--- src/rtl/alu_result_stage.sv ---
// alu_result_stage: registered result stage behind the LEGv8 ALU.
// Holds the architectural NZCV flags, evaluates B.cond against them, and
// buffers {F, rd, take_branch} in a two-entry FIFO with valid/ready on both sides.
// Optional feature macro: TAKEN_COUNT_EN adds a 32-bit count of popped taken branches.
module alu_result_stage #(
    parameter int DATA_W = 64
) (
    input  logic              clock,
    input  logic              reset,
    input  logic              in_valid,
    output logic              in_ready,
    input  logic [DATA_W-1:0] in_F,
    input  logic [3:0]        in_status,
    input  logic              in_set_flags,
    input  logic              in_cond_br,
    input  logic [3:0]        in_cond,
    input  logic [4:0]        in_rd,
    output logic              out_valid,
    input  logic              out_ready,
    output logic [DATA_W-1:0] out_F,
    output logic [4:0]        out_rd,
    output logic              out_take_branch,
`ifdef TAKEN_COUNT_EN
    output logic [31:0]       taken_count,
`endif
    output logic [3:0]        flags
);

    // Entry 0 is always the head; entry 1 is the tail when two are held.
    logic [1:0]        r_count;
    logic [DATA_W-1:0] r_F   [2];
    logic [4:0]        r_rd  [2];
    logic              r_tb  [2];
    logic [3:0]        r_flags;

    logic w_push;
    logic w_pop;
    logic w_cond_true;
    logic w_take;
    logic w_v, w_c, w_n, w_z;

    assign in_ready        = (r_count < 2'd2) && !reset;
    assign out_valid       = (r_count != 2'd0);
    assign w_push          = in_valid && in_ready;
    assign w_pop           = out_valid && out_ready;
    assign out_F           = r_F[0];
    assign out_rd          = r_rd[0];
    assign out_take_branch = r_tb[0];
    assign flags           = r_flags;

    assign {w_v, w_c, w_n, w_z} = r_flags;

    // Condition evaluation against the flags registered before this beat.
    always_comb begin
        w_cond_true = 1'b0;
        case (in_cond)
            4'h0:    w_cond_true = w_z;
            4'h1:    w_cond_true = !w_z;
            4'h2:    w_cond_true = w_c;
            4'h3:    w_cond_true = !w_c;
            4'h4:    w_cond_true = w_n;
            4'h5:    w_cond_true = !w_n;
            4'h6:    w_cond_true = w_v;
            4'h7:    w_cond_true = !w_v;
            4'h8:    w_cond_true = w_c && !w_z;
            4'h9:    w_cond_true = !w_c || w_z;
            4'hA:    w_cond_true = (w_n == w_v);
            4'hB:    w_cond_true = (w_n != w_v);
            4'hC:    w_cond_true = !w_z && (w_n == w_v);
            4'hD:    w_cond_true = w_z || (w_n != w_v);
            default: w_cond_true = 1'b1;
        endcase
    end

    assign w_take = in_cond_br && w_cond_true;

    // FIFO storage and occupancy; a popped head is left in entry 0 when the FIFO empties.
    always_ff @(posedge clock) begin
        if (reset) begin
            r_count <= '0;
            for (int unsigned i = 0; i < 2; i++) begin
                r_F[i]  <= '0;
                r_rd[i] <= '0;
                r_tb[i] <= 1'b0;
            end
        end else begin
            if (w_push && !w_pop) begin
                if (r_count == 2'd0) begin
                    r_F[0]  <= in_F;
                    r_rd[0] <= in_rd;
                    r_tb[0] <= w_take;
                end else begin
                    r_F[1]  <= in_F;
                    r_rd[1] <= in_rd;
                    r_tb[1] <= w_take;
                end
                r_count <= r_count + 2'd1;
            end else if (w_pop && !w_push) begin
                if (r_count == 2'd2) begin
                    r_F[0]  <= r_F[1];
                    r_rd[0] <= r_rd[1];
                    r_tb[0] <= r_tb[1];
                end
                r_count <= r_count - 2'd1;
            end else if (w_push && w_pop) begin
                // Only reachable at count 1: the new beat replaces the departing head.
                r_F[0]  <= in_F;
                r_rd[0] <= in_rd;
                r_tb[0] <= w_take;
            end
        end
    end

    // Architectural flags, committed in program order at acceptance.
    always_ff @(posedge clock) begin
        if (reset) begin
            r_flags <= '0;
        end else if (w_push && in_set_flags) begin
            r_flags <= in_status;
        end
    end

`ifdef TAKEN_COUNT_EN
    logic [31:0] r_taken_count;
    assign taken_count = r_taken_count;

    // Count popped heads that were taken branches; wraps naturally.
    always_ff @(posedge clock) begin
        if (reset) begin
            r_taken_count <= '0;
        end else if (w_pop && r_tb[0]) begin
            r_taken_count <= r_taken_count + 32'd1;
        end
    end
`endif

endmodule

--- config.mk ---
export PLATFORM = sky130hd
export DESIGN_NAME = alu_result_stage
export DESIGN_NICKNAME = d
export VERILOG_FILES = /design/src/rtl/alu_result_stage.sv
export SDC_FILE = /design/constraint.sdc
export NUM_CORES = 1
export LEC_CHECK = 0
export CORE_MARGIN = 2
export CORE_UTILIZATION = 40
export DETAILED_ROUTE_END_ITERATION = 8
export GPL_TIMING_DRIVEN = 0
export PLACE_DENSITY_LB_ADDON = 0.15
export SLEW_MARGIN = 25
export SYNTH_ARGS = -nofsm -noshare
export SYNTH_HDL_FRONTEND = slang
export SYNTH_SLANG_ARGS = --single-unit
--- constraint.sdc ---
create_clock -name clock -period 10.53 [get_ports clock]
set_clock_uncertainty 0.1 [all_clocks]
set_input_delay 1.5795 -clock clock [delete_from_list [all_inputs] [get_ports clock]]
set_output_delay 1.5795 -clock clock [all_outputs]
set_load 0.005 [all_outputs]
==> flow_metrics.py <==
metrics = {
    "run_status": {
        "outcome": "finished, final reports clean",
    },
    "die": {
        "die_area_um2": 15900,
        "die-width_um": 126,
        "fp.dieH_um": 126,
        "placeableCoreArea_um2": 14500,
        "floorplan.io_pins": 159,
        "std_cell_rows": 44,
        "initial_util_pct": 40.9,
    },
    "timing": {
        "period_needed_ps": 4350,
        "slew_headroom_pct": 46.0,
        "worst_pin_slew_ps": 809,
        "grt_setup_unrepaired": "no",
        "fmaxAchievable_ghz": 0.230,
        "final.hold.worst_slack_ps": 434,
        "finalMaxSlewViolations": 0,
        "setup_violations": 0,
        "hold_viol": 0,
        "period_share_pct": 41.3,
    },
    "setup_path": {
        "setup.reg_to_reg.worst_slack_ps": 7890,
        "crit_path_end_kind": "output port",
        "cp.required_ps": 8850,
        "crit-reg2reg-launch": "r_count[0]$_SDFFE_PP0P_",
        "start_kind": "input port",
        "worst_ep_arrival_time_ps": 2670,
        "worstRegToRegCells": 6,
        "worst_setup_path_type": "in2out",
        "cp_max_fo": 2,
        "reg2reg_end": "r_F[1][3]$_DFFE_PP_",
        "critical_path_startpoint": "reset",
    },
    "min_path": {
        "min_delay_worst_endpoint": "r_F[0][36]$_DFFE_PP_",
        "worst_hold_path_depth": 1,
        "hp-class": "reg2reg",
        "hold_path_startpoint": "r_F[1][36]$_DFFE_PP_",
    },
    "clock_network": {
        "clock_insertion_delay_worst_skew_ps": 410,
        "cts.root.buffer_cell": "sky130_fd_sc_hd__clkbuf_16",
        "clk_pin_slew_worst_paths_ps": 60,
        "number_of_sinks_driven_by_the_clock_tree": 146,
        "clk_path_buf_depth": 2,
        "cts_h_tree_depth": 4,
        "cts_repair_resize_count": 0,
        "cts-hold-fix-buffers": 0,
        "clock_tree_from_tritoncts": "done",
        "number_of_buffers_inserted_by_post_cts_setup_repair": 0,
        "cts_made_buffers": 17,
    },
    "placement": {
        "detailedPlacementHpwl_mm": 8.57,
        "numPlacedInstances": 713,
        "place.port_buffers": 157,
        "place_congestion": 0.733,
    },
    "yosys": {
        "yosys_warn_count": 0,
        "synth-simple-area-share_pct": 10.5,
        "post_synth.cell_area_avg_um2": 16.2,
        "synth.mux.area_fraction_pct": 0.841,
        "syn_area_um2": 5950,
        "synth_sequential_area_ratio_pct": 72.7,
        "synth_top_family_by_area": "compound AO/OA/AOI/OAI gates",
        "post_synth_num_cell_types": 39,
        "synth_largest_type_area_fraction_pct": 70.7,
        "synth_adder_area_share_pct": 0.631,
        "syn_inst_count": 368,
        "ys_seq_elements": 146,
        "yosysTopAreaCell": "sky130_fd_sc_hd__edfxtp_1",
        "post_synthesis_xor_xnor_area_fraction_pct": 0.589,
        "mappedNetlistNets": 454,
        "ys_top_cells_by_area": "sky130_fd_sc_hd__edfxtp_1, sky130_fd_sc_hd__a22o_1, sky130_fd_sc_hd__and2_1",
        "synth_compound_gate_area_share_pct": 11.5,
    },
    "grt": {
        "grt.busiest_layer": "met2",
        "grt_first_pass_wirelength_mm": 19.9,
        "grt_start_max_net_pins": 46,
        "global_route_total_usage_across_every_layer_pct": 16.2,
        "globalRouteMet2Util_pct": 27.0,
        "gr_util_met1_pct": 19.8,
        "gr-total-overflow": 0,
        "met3_usage_pct": 4.84,
        "grt_antenna_before_repair": 1,
        "number_of_global_route_vias_before_repair": 3818,
    },
    "run": {
        "maxCapViolations": 0,
    },
    "cells_and_area": {
        "fillers": 1202,
        "antenna_fix_cells": 0,
        "final_cell_mix": "sky130_fd_sc_hd__clkdlybuf4s50_1, sky130_fd_sc_hd__edfxtp_1, sky130_fd_sc_hd__and2_1",
        "mostFrequentLayoutCell": "sky130_fd_sc_hd__clkdlybuf4s50_1",
        "instances_no_fill": 745,
        "fin_nets": 634,
        "area_delta_synth_final_pct": 42.8,
        "final_layout_size_suffix_gt1_share_pct": 9.27,
    },
    "pwr": {
        "leakage_nw": 3.16,
        "power_density_nw_per_um2": 211,
        "power.ir.vdd_worst_uv": 105,
    },
    "drt": {
        "drt-pass1-iter-count": 4,
        "wl_per_cell_um": 17.0,
        "number_of_drc_violations_after_detailed_routing_iteration_0": 223,
        "route.final.wire_length_mm": 12.7,
        "vias": 3732,
        "ant_nets": 0,
        "vias_per_cell": 5.01,
        "drt_drc_violations_left": 0,
    },
}
## report_power, final
part / internal [mW] / leakage [nW] / total [mW] / switching, mW
Combinational: 0.207 / 1.36 / 0.359 / 0.152
Sequential: 0.774 / 1.51 / 0.811 / 0.0370
Clock: 0.395 / 0.291 / 0.626 / 0.231
## through the flow
step | area [µm²] | TNS, ps | setup WS [ps] | util (%) | total power [mW]
detailed placement | 7880 | 0 | 6180 | 54.2 | 1.19
floorplan | 5950 | 0 | 2700 | - | 0.956
global placement | 7750 | -23750 | -344 | 53.3 | 1.17
global route | 8490 | 0 | 6120 | 58.4 | 1.87
finish | 8490 | 0 | 6180 | 58.4 | 1.80
CTS | 8490 | 0 | 6170 | 58.4 | 1.82
## final cells by class
class,count,area (µm²),area share [%]
Buffer,25,180,2.12
Multi-Input combinational cell,193,1450,17.0
Clock inverter,14,186,2.19
Tap cell,184,230,2.71
Timing Repair Buffer,161,1680,19.8
Clock buffer,18,429,5.05
Sequential cell,146,4320,50.9
Inverter,4,15.0,0.177
## flip-flops by register name, summed over array words and instances, names as in the netlist
name     flops
r_F        128
r_rd        10
flags        4
r_count      2
r_tb         2
## routing by layer
layer  routed length [µm]  share of wire [%]
met4                  208                1.6
met1                 5330                 42
met3                  821                6.5
met2                 6300                 50
met5                   16               0.13
## cell families (layout without fill, tap and decap cells)
| logic type | Yosys count | after routing |
|---|---|---|
| AOI/OAI and AO/OA | 81 | 81 |
| and+or+nand+nor | 100 | 100 |
| muxes | 5 | 5 |
| buffers and inverters | 29 | 222 |
| adders and majority gates | 3 | 3 |
| DFF | 146 | 146 |
| xor gates and xnor gates | 4 | 4 |
## synth_stat cells
| cell type | n |
|---|---|
| sky130_fd_sc_hd__ha_1 | 3 |
| sky130_fd_sc_hd__buf_8 | 1 |
| sky130_fd_sc_hd__and2_1 | 71 |
| sky130_fd_sc_hd__nor4_1 | 1 |
| sky130_fd_sc_hd__o21bai_1 | 1 |
| sky130_fd_sc_hd__and2b_2 | 1 |
| sky130_fd_sc_hd__nand4_1 | 2 |
| sky130_fd_sc_hd__nand2b_1 | 1 |
| sky130_fd_sc_hd__inv_1 | 4 |
| sky130_fd_sc_hd__or2_2 | 1 |
| sky130_fd_sc_hd__buf_4 | 1 |
| sky130_fd_sc_hd__nand2_1 | 2 |
| sky130_fd_sc_hd__a22o_1 | 70 |
| sky130_fd_sc_hd__and2_2 | 1 |
| sky130_fd_sc_hd__o2bb2ai_1 | 1 |
| sky130_fd_sc_hd__a311oi_1 | 1 |
| sky130_fd_sc_hd__xor2_1 | 2 |
| sky130_fd_sc_hd__mux2i_1 | 5 |
| sky130_fd_sc_hd__o211ai_1 | 1 |
| sky130_fd_sc_hd__a31oi_1 | 1 |
| sky130_fd_sc_hd__nor3b_1 | 2 |
| sky130_fd_sc_hd__dfxtp_1 | 6 |
| sky130_fd_sc_hd__and4b_1 | 1 |
| sky130_fd_sc_hd__nor2b_1 | 3 |
| sky130_fd_sc_hd__a21o_1 | 1 |
| sky130_fd_sc_hd__o21ai_0 | 2 |
| sky130_fd_sc_hd__and3b_1 | 1 |
| sky130_fd_sc_hd__nor2_2 | 1 |
| sky130_fd_sc_hd__a21oi_1 | 3 |
| sky130_fd_sc_hd__nor4b_2 | 1 |
| sky130_fd_sc_hd__or3_1 | 1 |
| sky130_fd_sc_hd__clkbuf_1 | 13 |
| sky130_fd_sc_hd__nor2_1 | 9 |
| sky130_fd_sc_hd__or3b_1 | 1 |
| sky130_fd_sc_hd__buf_2 | 1 |
| sky130_fd_sc_hd__buf_6 | 8 |
| sky130_fd_sc_hd__clkbuf_8 | 1 |
| sky130_fd_sc_hd__edfxtp_1 | 140 |
| sky130_fd_sc_hd__xnor2_1 | 2 |
## how the worst max path moves through the flow
stage,end,slack (ps),depth (start not counted)
finish,in_ready,6180,3
floorplan,r_F[0][0]$_DFFE_PP_,2700,7
global placement,r_F[0][37]$_DFFE_PP_,-340,8
global route,in_ready,6120,3
CTS,in_ready,6170,3
detailed placement,in_ready,6180,3
## worst max-delay path: stages
cell                              delay, ps
sky130_fd_sc_hd__clkdlybuf4s50_1        410
sky130_fd_sc_hd__nor2_1                 140
sky130_fd_sc_hd__clkdlybuf4s50_1        530
Power figures use the tool's default switching activity.
